--- src/rtl/icache_port_scheduler_if.sv ---
// Signal bundle between the frontend/ICache side and icache_port_scheduler.
// The scheduler takes the slave view; the frontend and ICache drive the master view.
interface icache_port_scheduler_if #(
    parameter int unsigned ADDR_WIDTH = 32,
    parameter int unsigned LINE_WIDTH = 128
);
    logic                             flush_i;
    logic [1:0]                       ifu_req_i;
    logic [1:0]                       ifu_req_uncached_i;
    logic [1:0][ADDR_WIDTH-1:0]       ifu_addr_i;
    logic [1:0]                       ifu_ready_o;
    logic [1:0]                       ifu_rvalid_o;
    logic [1:0][LINE_WIDTH-1:0]       ifu_rdata_o;
    logic                             pf_req_i;
    logic [ADDR_WIDTH-1:0]            pf_addr_i;
    logic                             pf_ready_o;
    logic                             pf_done_o;
    logic [1:0]                       icache_rreq_o;
    logic [1:0]                       icache_rreq_uncached_o;
    logic [1:0][ADDR_WIDTH-1:0]       icache_raddr_o;
    logic [1:0]                       icache_rreq_ack_i;
    logic [1:0]                       icache_rvalid_i;
    logic [1:0][LINE_WIDTH-1:0]       icache_rdata_i;

    modport slave (
        input  flush_i, ifu_req_i, ifu_req_uncached_i, ifu_addr_i, pf_req_i, pf_addr_i,
               icache_rreq_ack_i, icache_rvalid_i, icache_rdata_i,
        output ifu_ready_o, ifu_rvalid_o, ifu_rdata_o, pf_ready_o, pf_done_o,
               icache_rreq_o, icache_rreq_uncached_o, icache_raddr_o
    );

    modport master (
        output flush_i, ifu_req_i, ifu_req_uncached_i, ifu_addr_i, pf_req_i, pf_addr_i,
               icache_rreq_ack_i, icache_rvalid_i, icache_rdata_i,
        input  ifu_ready_o, ifu_rvalid_o, ifu_rdata_o, pf_ready_o, pf_done_o,
               icache_rreq_o, icache_rreq_uncached_o, icache_raddr_o
    );
endinterface

--- src/rtl/icache_port_scheduler.sv ---
// Shares the two ICache read ports between IFU demand fetches and the next-line
// prefetcher (port 1 only), with one request/ack/data FSM per port and flush squashing.
module icache_port_scheduler #(
    parameter int unsigned ADDR_WIDTH = 32,
    parameter int unsigned LINE_WIDTH = 128,
    parameter bit          PF_ENABLE  = 1'b1
) (
    input logic                    clk,
    input logic                    rst_n,
    icache_port_scheduler_if.slave bus
);
    typedef enum logic [1:0] {StIdle, StReq, StResp} state_e;
    typedef enum logic {OwnDemand, OwnPf} owner_e;

    state_e                state_q [2];
    state_e                state_d [2];
    logic [ADDR_WIDTH-1:0] addr_q  [2];
    logic [ADDR_WIDTH-1:0] addr_d  [2];
    logic [1:0]            unc_q, unc_d;
    logic [1:0]            stale_q, stale_d;
    owner_e                owner_q, owner_d;

    logic [1:0]                 idle;
    logic [1:0]                 ready;
    logic [1:0]                 demand_acc;
    logic [1:0]                 live;
    logic                       pf_ready;
    logic                       pf_acc;
    logic [1:0][LINE_WIDTH-1:0] rdata;

    always_comb begin
        idle       = '0;
        ready      = '0;
        demand_acc = '0;
        for (int p = 0; p < 2; p++) begin
            idle[p]       = (state_q[p] == StIdle);
            ready[p]      = idle[p] & ~bus.flush_i;
            demand_acc[p] = bus.ifu_req_i[p] & ready[p];
        end
        // Demand on port 1 always wins over prefetch.
        pf_ready = PF_ENABLE & ready[1] & ~bus.ifu_req_i[1];
        pf_acc   = pf_ready & bus.pf_req_i;
    end

    always_comb begin
        owner_d = owner_q;
        unc_d   = unc_q;
        stale_d = stale_q;
        for (int p = 0; p < 2; p++) begin
            state_d[p] = state_q[p];
            addr_d[p]  = addr_q[p];
            unique case (state_q[p])
                StIdle: begin
                    if (demand_acc[p]) begin
                        state_d[p] = StReq;
                        addr_d[p]  = bus.ifu_addr_i[p];
                        unc_d[p]   = bus.ifu_req_uncached_i[p];
                        if (p == 1) owner_d = OwnDemand;
                    end else if (p == 1 && pf_acc) begin
                        state_d[p] = StReq;
                        addr_d[p]  = bus.pf_addr_i;
                        unc_d[p]   = 1'b0;
                        owner_d    = OwnPf;
                    end
                end
                StReq: begin
                    if (bus.flush_i) stale_d[p] = 1'b1;
                    if (bus.icache_rreq_ack_i[p]) begin
                        state_d[p] = bus.icache_rvalid_i[p] ? StIdle : StResp;
                    end
                end
                StResp: begin
                    if (bus.flush_i) stale_d[p] = 1'b1;
                    if (bus.icache_rvalid_i[p]) state_d[p] = StIdle;
                end
                default: state_d[p] = StIdle;
            endcase
            if (state_d[p] == StIdle) stale_d[p] = 1'b0;
        end
    end

    always_ff @(posedge clk or negedge rst_n) begin
        if (!rst_n) begin
            for (int p = 0; p < 2; p++) begin
                state_q[p] <= StIdle;
                addr_q[p]  <= '0;
            end
            unc_q   <= '0;
            stale_q <= '0;
            owner_q <= OwnDemand;
        end else begin
            for (int p = 0; p < 2; p++) begin
                state_q[p] <= state_d[p];
                addr_q[p]  <= addr_d[p];
            end
            unc_q   <= unc_d;
            stale_q <= stale_d;
            owner_q <= owner_d;
        end
    end

    assign rdata = bus.icache_rdata_i;

    always_comb begin
        live                       = '0;
        bus.icache_rreq_o          = '0;
        bus.icache_rreq_uncached_o = '0;
        bus.icache_raddr_o         = '0;
        for (int p = 0; p < 2; p++) begin
            bus.icache_rreq_o[p]          = (state_q[p] == StReq);
            bus.icache_rreq_uncached_o[p] = unc_q[p] & (state_q[p] == StReq);
            bus.icache_raddr_o[p]         = addr_q[p];
            // Stale or flush-coincident responses finish the FSM but are swallowed.
            live[p] = bus.icache_rvalid_i[p] & ~idle[p] & ~stale_q[p] & ~bus.flush_i;
        end
        bus.ifu_ready_o     = ready;
        bus.pf_ready_o      = pf_ready;
        bus.ifu_rvalid_o[0] = live[0];
        bus.ifu_rvalid_o[1] = live[1] & (owner_q == OwnDemand);
        bus.pf_done_o       = PF_ENABLE & live[1] & (owner_q == OwnPf);
        bus.ifu_rdata_o     = rdata;
    end
endmodule

--- src/flat_wrapper.sv ---
// flat-port wrapper written by rule: the top's interface ports become plain ports
module icache_port_scheduler_flat 
#(
    parameter int unsigned ADDR_WIDTH = 32,
    parameter int unsigned LINE_WIDTH = 128,
    parameter bit          PF_ENABLE  = 1'b1
)
  (clk, rst_n, bus_flush_i, bus_ifu_req_i, bus_ifu_req_uncached_i, bus_ifu_addr_i, bus_pf_req_i, bus_pf_addr_i, bus_icache_rreq_ack_i, bus_icache_rvalid_i, bus_icache_rdata_i, bus_ifu_ready_o, bus_ifu_rvalid_o, bus_ifu_rdata_o, bus_pf_ready_o, bus_pf_done_o, bus_icache_rreq_o, bus_icache_rreq_uncached_o, bus_icache_raddr_o);
  icache_port_scheduler_if #(.ADDR_WIDTH(ADDR_WIDTH), .LINE_WIDTH(LINE_WIDTH)) bus_i ();
  input logic clk;
  input logic rst_n;
  input wire logic [$bits(bus_i.flush_i)-1:0] bus_flush_i;
  input wire logic [$bits(bus_i.ifu_req_i)-1:0] bus_ifu_req_i;
  input wire logic [$bits(bus_i.ifu_req_uncached_i)-1:0] bus_ifu_req_uncached_i;
  input wire logic [$bits(bus_i.ifu_addr_i)-1:0] bus_ifu_addr_i;
  input wire logic [$bits(bus_i.pf_req_i)-1:0] bus_pf_req_i;
  input wire logic [$bits(bus_i.pf_addr_i)-1:0] bus_pf_addr_i;
  input wire logic [$bits(bus_i.icache_rreq_ack_i)-1:0] bus_icache_rreq_ack_i;
  input wire logic [$bits(bus_i.icache_rvalid_i)-1:0] bus_icache_rvalid_i;
  input wire logic [$bits(bus_i.icache_rdata_i)-1:0] bus_icache_rdata_i;
  output wire logic [$bits(bus_i.ifu_ready_o)-1:0] bus_ifu_ready_o;
  output wire logic [$bits(bus_i.ifu_rvalid_o)-1:0] bus_ifu_rvalid_o;
  output wire logic [$bits(bus_i.ifu_rdata_o)-1:0] bus_ifu_rdata_o;
  output wire logic [$bits(bus_i.pf_ready_o)-1:0] bus_pf_ready_o;
  output wire logic [$bits(bus_i.pf_done_o)-1:0] bus_pf_done_o;
  output wire logic [$bits(bus_i.icache_rreq_o)-1:0] bus_icache_rreq_o;
  output wire logic [$bits(bus_i.icache_rreq_uncached_o)-1:0] bus_icache_rreq_uncached_o;
  output wire logic [$bits(bus_i.icache_raddr_o)-1:0] bus_icache_raddr_o;
  assign bus_i.flush_i = bus_flush_i;
  assign bus_i.ifu_req_i = bus_ifu_req_i;
  assign bus_i.ifu_req_uncached_i = bus_ifu_req_uncached_i;
  assign bus_i.ifu_addr_i = bus_ifu_addr_i;
  assign bus_i.pf_req_i = bus_pf_req_i;
  assign bus_i.pf_addr_i = bus_pf_addr_i;
  assign bus_i.icache_rreq_ack_i = bus_icache_rreq_ack_i;
  assign bus_i.icache_rvalid_i = bus_icache_rvalid_i;
  assign bus_i.icache_rdata_i = bus_icache_rdata_i;
  assign bus_ifu_ready_o = bus_i.ifu_ready_o;
  assign bus_ifu_rvalid_o = bus_i.ifu_rvalid_o;
  assign bus_ifu_rdata_o = bus_i.ifu_rdata_o;
  assign bus_pf_ready_o = bus_i.pf_ready_o;
  assign bus_pf_done_o = bus_i.pf_done_o;
  assign bus_icache_rreq_o = bus_i.icache_rreq_o;
  assign bus_icache_rreq_uncached_o = bus_i.icache_rreq_uncached_o;
  assign bus_icache_raddr_o = bus_i.icache_raddr_o;
  icache_port_scheduler #(.ADDR_WIDTH(ADDR_WIDTH), .LINE_WIDTH(LINE_WIDTH), .PF_ENABLE(PF_ENABLE)) u_core (.clk(clk), .rst_n(rst_n), .bus(bus_i));
endmodule
--- config.mk ---
export PLATFORM = sky130hd
export DESIGN_NAME = icache_port_scheduler_flat
export DESIGN_NICKNAME = d
export VERILOG_FILES = /design/src/rtl/icache_port_scheduler_if.sv /design/src/rtl/icache_port_scheduler.sv /design/src/flat_wrapper.sv
export SDC_FILE = /design/constraint.sdc
export NUM_CORES = 1
export LEC_CHECK = 0
export ABC_AREA = 0
export CELL_PAD_IN_SITES_DETAIL_PLACEMENT = 0
export CELL_PAD_IN_SITES_GLOBAL_PLACEMENT = 1
export CORE_AREA = 2 2 268 270
export CTS_BUF_LIST = sky130_fd_sc_hd__clkbuf_4 sky130_fd_sc_hd__clkbuf_8
export DETAILED_ROUTE_END_ITERATION = 6
export DIE_AREA = 0 0 270 272
export PLACE_DENSITY_LB_ADDON = 0.1
export RECOVER_POWER = 100
export SYNTH_ARGS = -nofsm -noshare
export SYNTH_HDL_FRONTEND = slang
export SYNTH_SLANG_ARGS = --single-unit
export TNS_END_PERCENT = 1
--- constraint.sdc ---
create_clock -name clk -period 4.5 [get_ports clk]
set_input_delay 0.675 -clock clk [delete_from_list [all_inputs] [get_ports clk]]
set_output_delay 0.675 -clock clk [all_outputs]
set_load 0.02 [all_outputs]
==> results.json, run 1 <==
{
  "status": "finished, violations left",
  "violations": "capacitance limit, slew limit",
  "syn_area_mm2": 0.00520,
  "cts_tree": "yes",
  "die_y_um": 272,
  "leakagePower_nw": 2.49,
  "power.internal_w": 0.00209,
  "avgSynthCellArea_um2": 9.92,
  "r2r_setup_slack_ns": 1.57,
  "core_mm2": 0.0708,
  "cts-root-buf": "clkbuf_8",
  "wl_per_cell_um": 12.8,
  "dr.pass1.iters": 4,
  "die_area_mm2": 0.0734,
  "avgViaCountPerCell": 2.18,
  "hold_start": "u_core.bus.icache_raddr_o[55]",
  "synth_fp_nets": 896,
  "post_cts_buffers": 0,
  "drc": 0,
  "regToRegEndpoint": "u_core.bus.icache_raddr_o[56]",
  "maxCapViolCount": 3,
  "place_area_mm2": 0.00620,
  "final_nets": 822,
  "vdd.ir_drop.worst_mv": 0.145,
  "hold_path_end": "u_core.bus.icache_raddr_o[55]",
  "area_delta_synth_final_pct": 23.5,
  "stdcell_area_mm2": 0.00642,
  "ys_seq_area_share_pct": 35.1,
  "hp-class": "flip-flop to flip-flop",
  "grt_pass1_wl_mm": 25.5,
  "slew_headroom_pct": -74.4,
  "grtUsageTotal_pct": 4.97,
  "wl_met2_mm": 7.90,
  "cts.clk_slew.worst_paths_ns": 0.09,
  "drtIter0Drc": 109,
  "cts_max_level": 3,
  "layout_min_cycle_time_ns": 3.52,
  "crit_fanout": 50,
  "rsz0062_at_grt": "false",
  "die_width_um": 270,
  "syn_inst": 524,
  "grt_max_degree": 51,
  "vias": 3070,
  "end_kind": "flip-flop",
  "final_antenna_net_count": 0,
  "p_sw_w": 0.00137,
  "critPathLaunch": "bus_ifu_req_i[1]",
  "clkPwrFrac_pct": 20.7,
  "pwr-share-comb_pct": 46.7,
  "cts_resized": 0,
  "port_buffers": 181,
  "final_hold_viol_count": 0,
  "finalCritPeriodShare_pct": 78.3,
  "wirelength_mm": 18.0,
  "antenna_found_initial": 4,
  "overflow": 0,
  "startpoint_type": "input port",
  "dp_hpwl_mm": 13.8,
  "top_layer": "met5",
  "slew_violations": 92,
  "start_util_pct": 7.35,
  "num_rows": 98,
  "yosysWarningCount": 0,
  "p_per_area_mw_per_mm2": 539,
  "clock_latency_ns": 0.43,
  "worstPathRequired_ns": 4.78,
  "dr_wl_met3_mm": 2.73,
  "path_class": "input port to flip-flop",
  "numCtsBuffers": 9,
  "setup_tns_ns": 0,
  "cts_sinks": 73,
  "holdBufCountCts": 0,
  "arrival_ns": 3.80,
  "holdPathStages": 2,
  "rr_worst_depth": 7,
  "detail_route.wirelength.met1_mm": 5.85,
  "gp_congestion": 0.665,
  "yosys_register_bits": 73,
  "r2r-start": "u_core.state_q[1]",
  "swShare_pct": 39.6,
  "fmax_ghz": 0.284,
  "setup_viol": 0,
  "skew_ns": 0.00790,
  "worstMarginPinSlew_ns": 2.62,
  "ys_types": 30,
  "first_global_vias": 3484,
  "drive_gt1_share_pct": 11.9,
  "clockBufferDepth": 2,
  "io_pins": 694,
  "p_seq_share_pct": 32.6,
  "post-route-util_pct": 9.08
}
## cell usage after synthesis (all sizes together)
library cell    n  area (um^2)
a22oi           2         15.0
mux2           33          372
a311oi          2         23.8
a21oi           8         40.0
mux2i          32          320
dfrtp          73         1830
nand3           2         10.0
inv             4         15.0
a32o            1         10.0
nor2b           6         37.5
o21ai          33          169
nor2            4         15.0
nand2          35          136
nor3            2         10.0
buf           267         2020
and2            2         12.5
and2b           1         7.51
a21o            1         7.51
nor4b           2         17.5
clkbuf          3         11.3
ha              8          100
nor4            1         6.26
o21a            1         7.51
nand2b          1         6.26
## cell type report
| type | count | area, um^2 |
|---|---|---|
| Multi-Input combinational cell | 177 | 1310 |
| Sequential cell | 73 | 1830 |
| Tap cell | 950 | 1190 |
| Inverter | 4 | 15.0 |
| Timing Repair Buffer | 185 | 1840 |
| Clock buffer | 9 | 124 |
| Fill cell | 8227 | 64300 |
| Antenna cell | 1 | 2.50 |
| Clock inverter | 7 | 119 |
## power by group through the flow
stage                     logic [W]  registers (W)  clock network, W
final                       0.00162        0.00113          0.000716
after global routing        0.00177        0.00118          0.000808
after CTS                   0.00179        0.00115          0.000805
after detailed placement    0.00179        0.00116                 0
after global placement      0.00178        0.00116                 0
after floorplan            0.000860        0.00149                 0
## per-layer routing
layer	vias to the layer above	track usage, %
li1	1297	-
met1	1367	4.34
met2	285	7.24
met3	113	3.80
met4	8	4.56
met5	-	1.22
## logic make-up (layout without fill, tap and decap cells)
logic type / Yosys count / after routing / synth area share [%]
flops: 73 / 73 / 35.1
simple gates: 56 / 56 / 4.98
mux: 65 / 65 / 13.3
other cells: 0 / 1 / 0
compound gates: 48 / 48 / 5.25
buf+inv: 274 / 205 / 39.4
fa+ha+maj: 8 / 8 / 1.93
## flip-flops by register name (all words and copies together), names as in the netlist
| signal | cells |
|---|---|
| u_core.unc_q | 2 |
| u_core.state_q | 4 |
| u_core.owner_q | 1 |
| u_core.bus.icache_raddr_o | 64 |
| u_core.stale_q | 2 |
## worst max-delay path by stage
stage	endpoint	slack, ns
after detailed placement	bus_pf_ready_o	1.06
after CTS	bus_pf_ready_o	1.04
after floorplan	bus_pf_done_o	2.32
after global placement	bus_pf_ready_o	0.98
after global routing	u_core.bus.icache_raddr_o[56]	0.54
final	u_core.bus.icache_raddr_o[56]	0.98
## stage by stage
stage | total power (W) | setup WS (ns) | cells | hold WS [ns]
floorplan | 0.00235 | 2.32 | 524 | 0.379
global placement | 0.00295 | 0.978 | 1389 | 0.472
detailed placement | 0.00295 | 1.06 | 1389 | 0.475
CTS | 0.00375 | 1.04 | 1405 | 0.197
global route | 0.00375 | 0.543 | 1405 | 0.514
finish | 0.00346 | 0.976 | 1406 | 0.488
## worst max-delay path, cell delays in order
cell,delay [ns]
dlygate4sd3_1,0.65
o21ai_0,1.61
buf_4,0.62
o21ai_0,0.18
## layout by cell type, fill, tap and decap left out, types with 8 or more instances in the layout
| cell type | netlist | final |
|---|---|---|
| clkdlybuf4s50_1 | 0 | 104 |
| nand2_1 | 33 | 34 |
| clkbuf_8 | 0 | 9 |
| mux2_2 | 33 | 33 |
| ha_1 | 8 | 8 |
| o21ai_0 | 32 | 33 |
| dlygate4sd3_1 | 0 | 76 |
| a21oi_1 | 8 | 8 |
| dfrtp_1 | 73 | 73 |
| mux2i_1 | 32 | 32 |
Note: power is estimated with default switching activity, not from simulation.
==> run 2, diff against run 1 <==
Settings changed: CORE_AREA 2 2 268 270 to 2 2 269 271, DIE_AREA 0 0 270 272 to 0 0 271 273.
Clock period 4.5 ns to 2.82 ns, I/O delays scaled along.
==> results.json, run 2 (same netlist as run 1, synthesis figures left out) <==
{
  "final_hold_viol_count": 0,
  "avgViaCountPerCell": 2.19,
  "drive_gt1_share_pct": 12.7,
  "antenna_found_initial": 3,
  "maxCapViolCount": 0,
  "regToRegEndpoint": "u_core.bus.icache_raddr_o[8]",
  "hold_path_end": "u_core.bus.icache_raddr_o[62]",
  "core_mm2": 0.0710,
  "n_fill_cell": 8202,
  "worstMarginPinSlew_ns": 1.02,
  "die_y_um": 273,
  "finalCritPeriodShare_pct": 92.4,
  "hp-class": "flip-flop to flip-flop",
  "cts.clk_slew.worst_paths_ns": 0.09,
  "hold_start": "u_core.bus.icache_raddr_o[62]",
  "clockBufferDepth": 2,
  "r2r-start": "u_core.state_q[3]",
  "grt_pass1_wl_mm": 25.1,
  "crit_fanout": 7,
  "start_util_pct": 7.32,
  "grt_max_degree": 46,
  "worstPathRequired_ns": 2.40,
  "multiInputGateArea_mm2": 0.00132,
  "final_common_cell": "clkdlybuf4s50_1",
  "place_ws_ns": 0.318,
  "holdPathStages": 2,
  "dp_hpwl_mm": 13.4,
  "finalWorstSetupSlack_ns": 0.215,
  "final_antenna_net_count": 0,
  "area_delta_synth_final_pct": 24.1,
  "layout_min_cycle_time_ns": 2.61,
  "clock_latency_ns": 0.43,
  "setup_viol": 0,
  "leakagePower_nw": 2.50,
  "die_area_mm2": 0.0740,
  "status": "finished clean",
  "r2r_setup_slack_ns": 0.32,
  "rr_worst_depth": 6,
  "cts_max_level": 3,
  "slew_violations": 0,
  "gp_congestion": 0.656,
  "vdd.ir_drop.worst_mv": 0.251,
  "post_cts_buffers": 0,
  "largest_reg_flops": 64,
  "wl_per_cell_um": 12.7,
  "end_kind": "output port",
  "vias": 3079,
  "startpoint_type": "flip-flop",
  "layout_common_cells": "clkdlybuf4s50_1 (108), dfrtp_1 (73), dlygate4sd3_1 (69), mux2_2 (33), nand2_1 (33)",
  "io_pins": 694,
  "numCtsBuffers": 9,
  "port_buffers": 181,
  "skew_ns": 0.0243,
  "overflow": 0,
  "grtUsageTotal_pct": 4.89,
  "rsz0062_at_grt": "false",
  "seqCellArea_mm2": 0.00183,
  "p_per_area_mw_per_mm2": 854,
  "setup_tns_ns": 0,
  "cts_sinks": 73,
  "cts-root-buf": "clkbuf_8",
  "path_class": "flip-flop to output port",
  "wirelength_mm": 17.9,
  "drc": 0,
  "dr.pass1.iters": 4,
  "slew_headroom_pct": 31.9,
  "fmax_ghz": 0.384,
  "critPathLaunch": "u_core.state_q[3]",
  "drtIter0Drc": 74,
  "first_global_vias": 3573,
  "num_rows": 98,
  "cts_tree": "yes",
  "arrival_ns": 2.18,
  "final_nets": 825,
  "holdWs_ns": 0.480,
  "die_width_um": 271
}
run 2: how the worst max path moves through the flow:
stage                               end  cells past startpoint
floorplan           bus_ifu_rvalid_o[0]                      3
global placement         bus_pf_ready_o                      5
detailed placement  bus_ifu_rvalid_o[1]                      4
CTS                       bus_pf_done_o                      4
global route         bus_ifu_ready_o[0]                      4
finish               bus_ifu_ready_o[0]                      4
run 2: per-stage QoR:
stage	cell area, um^2	instances	total power [W]	utilization, %
after floorplan	5200	524	0.00375	-
after global placement	6280	1391	0.00477	8.84
after detailed placement	6280	1391	0.00478	8.84
after CTS	6520	1408	0.00600	9.18
after global routing	6450	1409	0.00600	9.09
final	6450	1409	0.00551	9.09
run 2: layout make-up:
type                       instances  share of cell area, %
antenna                            1                 0.0388
clock buffer                      11                   2.35
clock inverter                     5                   1.20
inverter                           4                  0.233
multi-input combinational        177                   20.4
sequential                        73                   28.3
tap                              950                   18.4
timing repair buffer             188                   29.0
run 2: critical path, cell delays in order, from the launching register on:
cell and delay (ns):
dfrtp_1 0.46, inv_1 0.11, ha_1 0.35, and2b_1 0.23, clkdlybuf4s50_1 0.62
run 2: per-layer routing:
metal | global-route usage (%) | share of wire [%] | vias up
li1 | - | - | 1307
met1 | 4.32 | 33 | 1383
met2 | 7.05 | 43 | 268
met3 | 4.15 | 16 | 117
met4 | 4.09 | 7.8 | 4
met5 | 0 | 0.089 | -
run 2: power by group:
| group | total, W | switching [W] | internal, W |
|---|---|---|---|
| registers | 0.00180 | 0.000253 | 0.00154 |
| clock network | 0.00109 | 0.000550 | 0.000545 |
| logic | 0.00262 | 0.00140 | 0.00122 |
| total | 0.00551 | 0.00220 | 0.00331 |
run 2: timing repair:
action | in CTS | in global routing
resized for setup | 2 | 3
endpoints found under the setup margin | 2 | 3
hold buffers | 1 | 0
hold endpoints to repair | 28 | 0
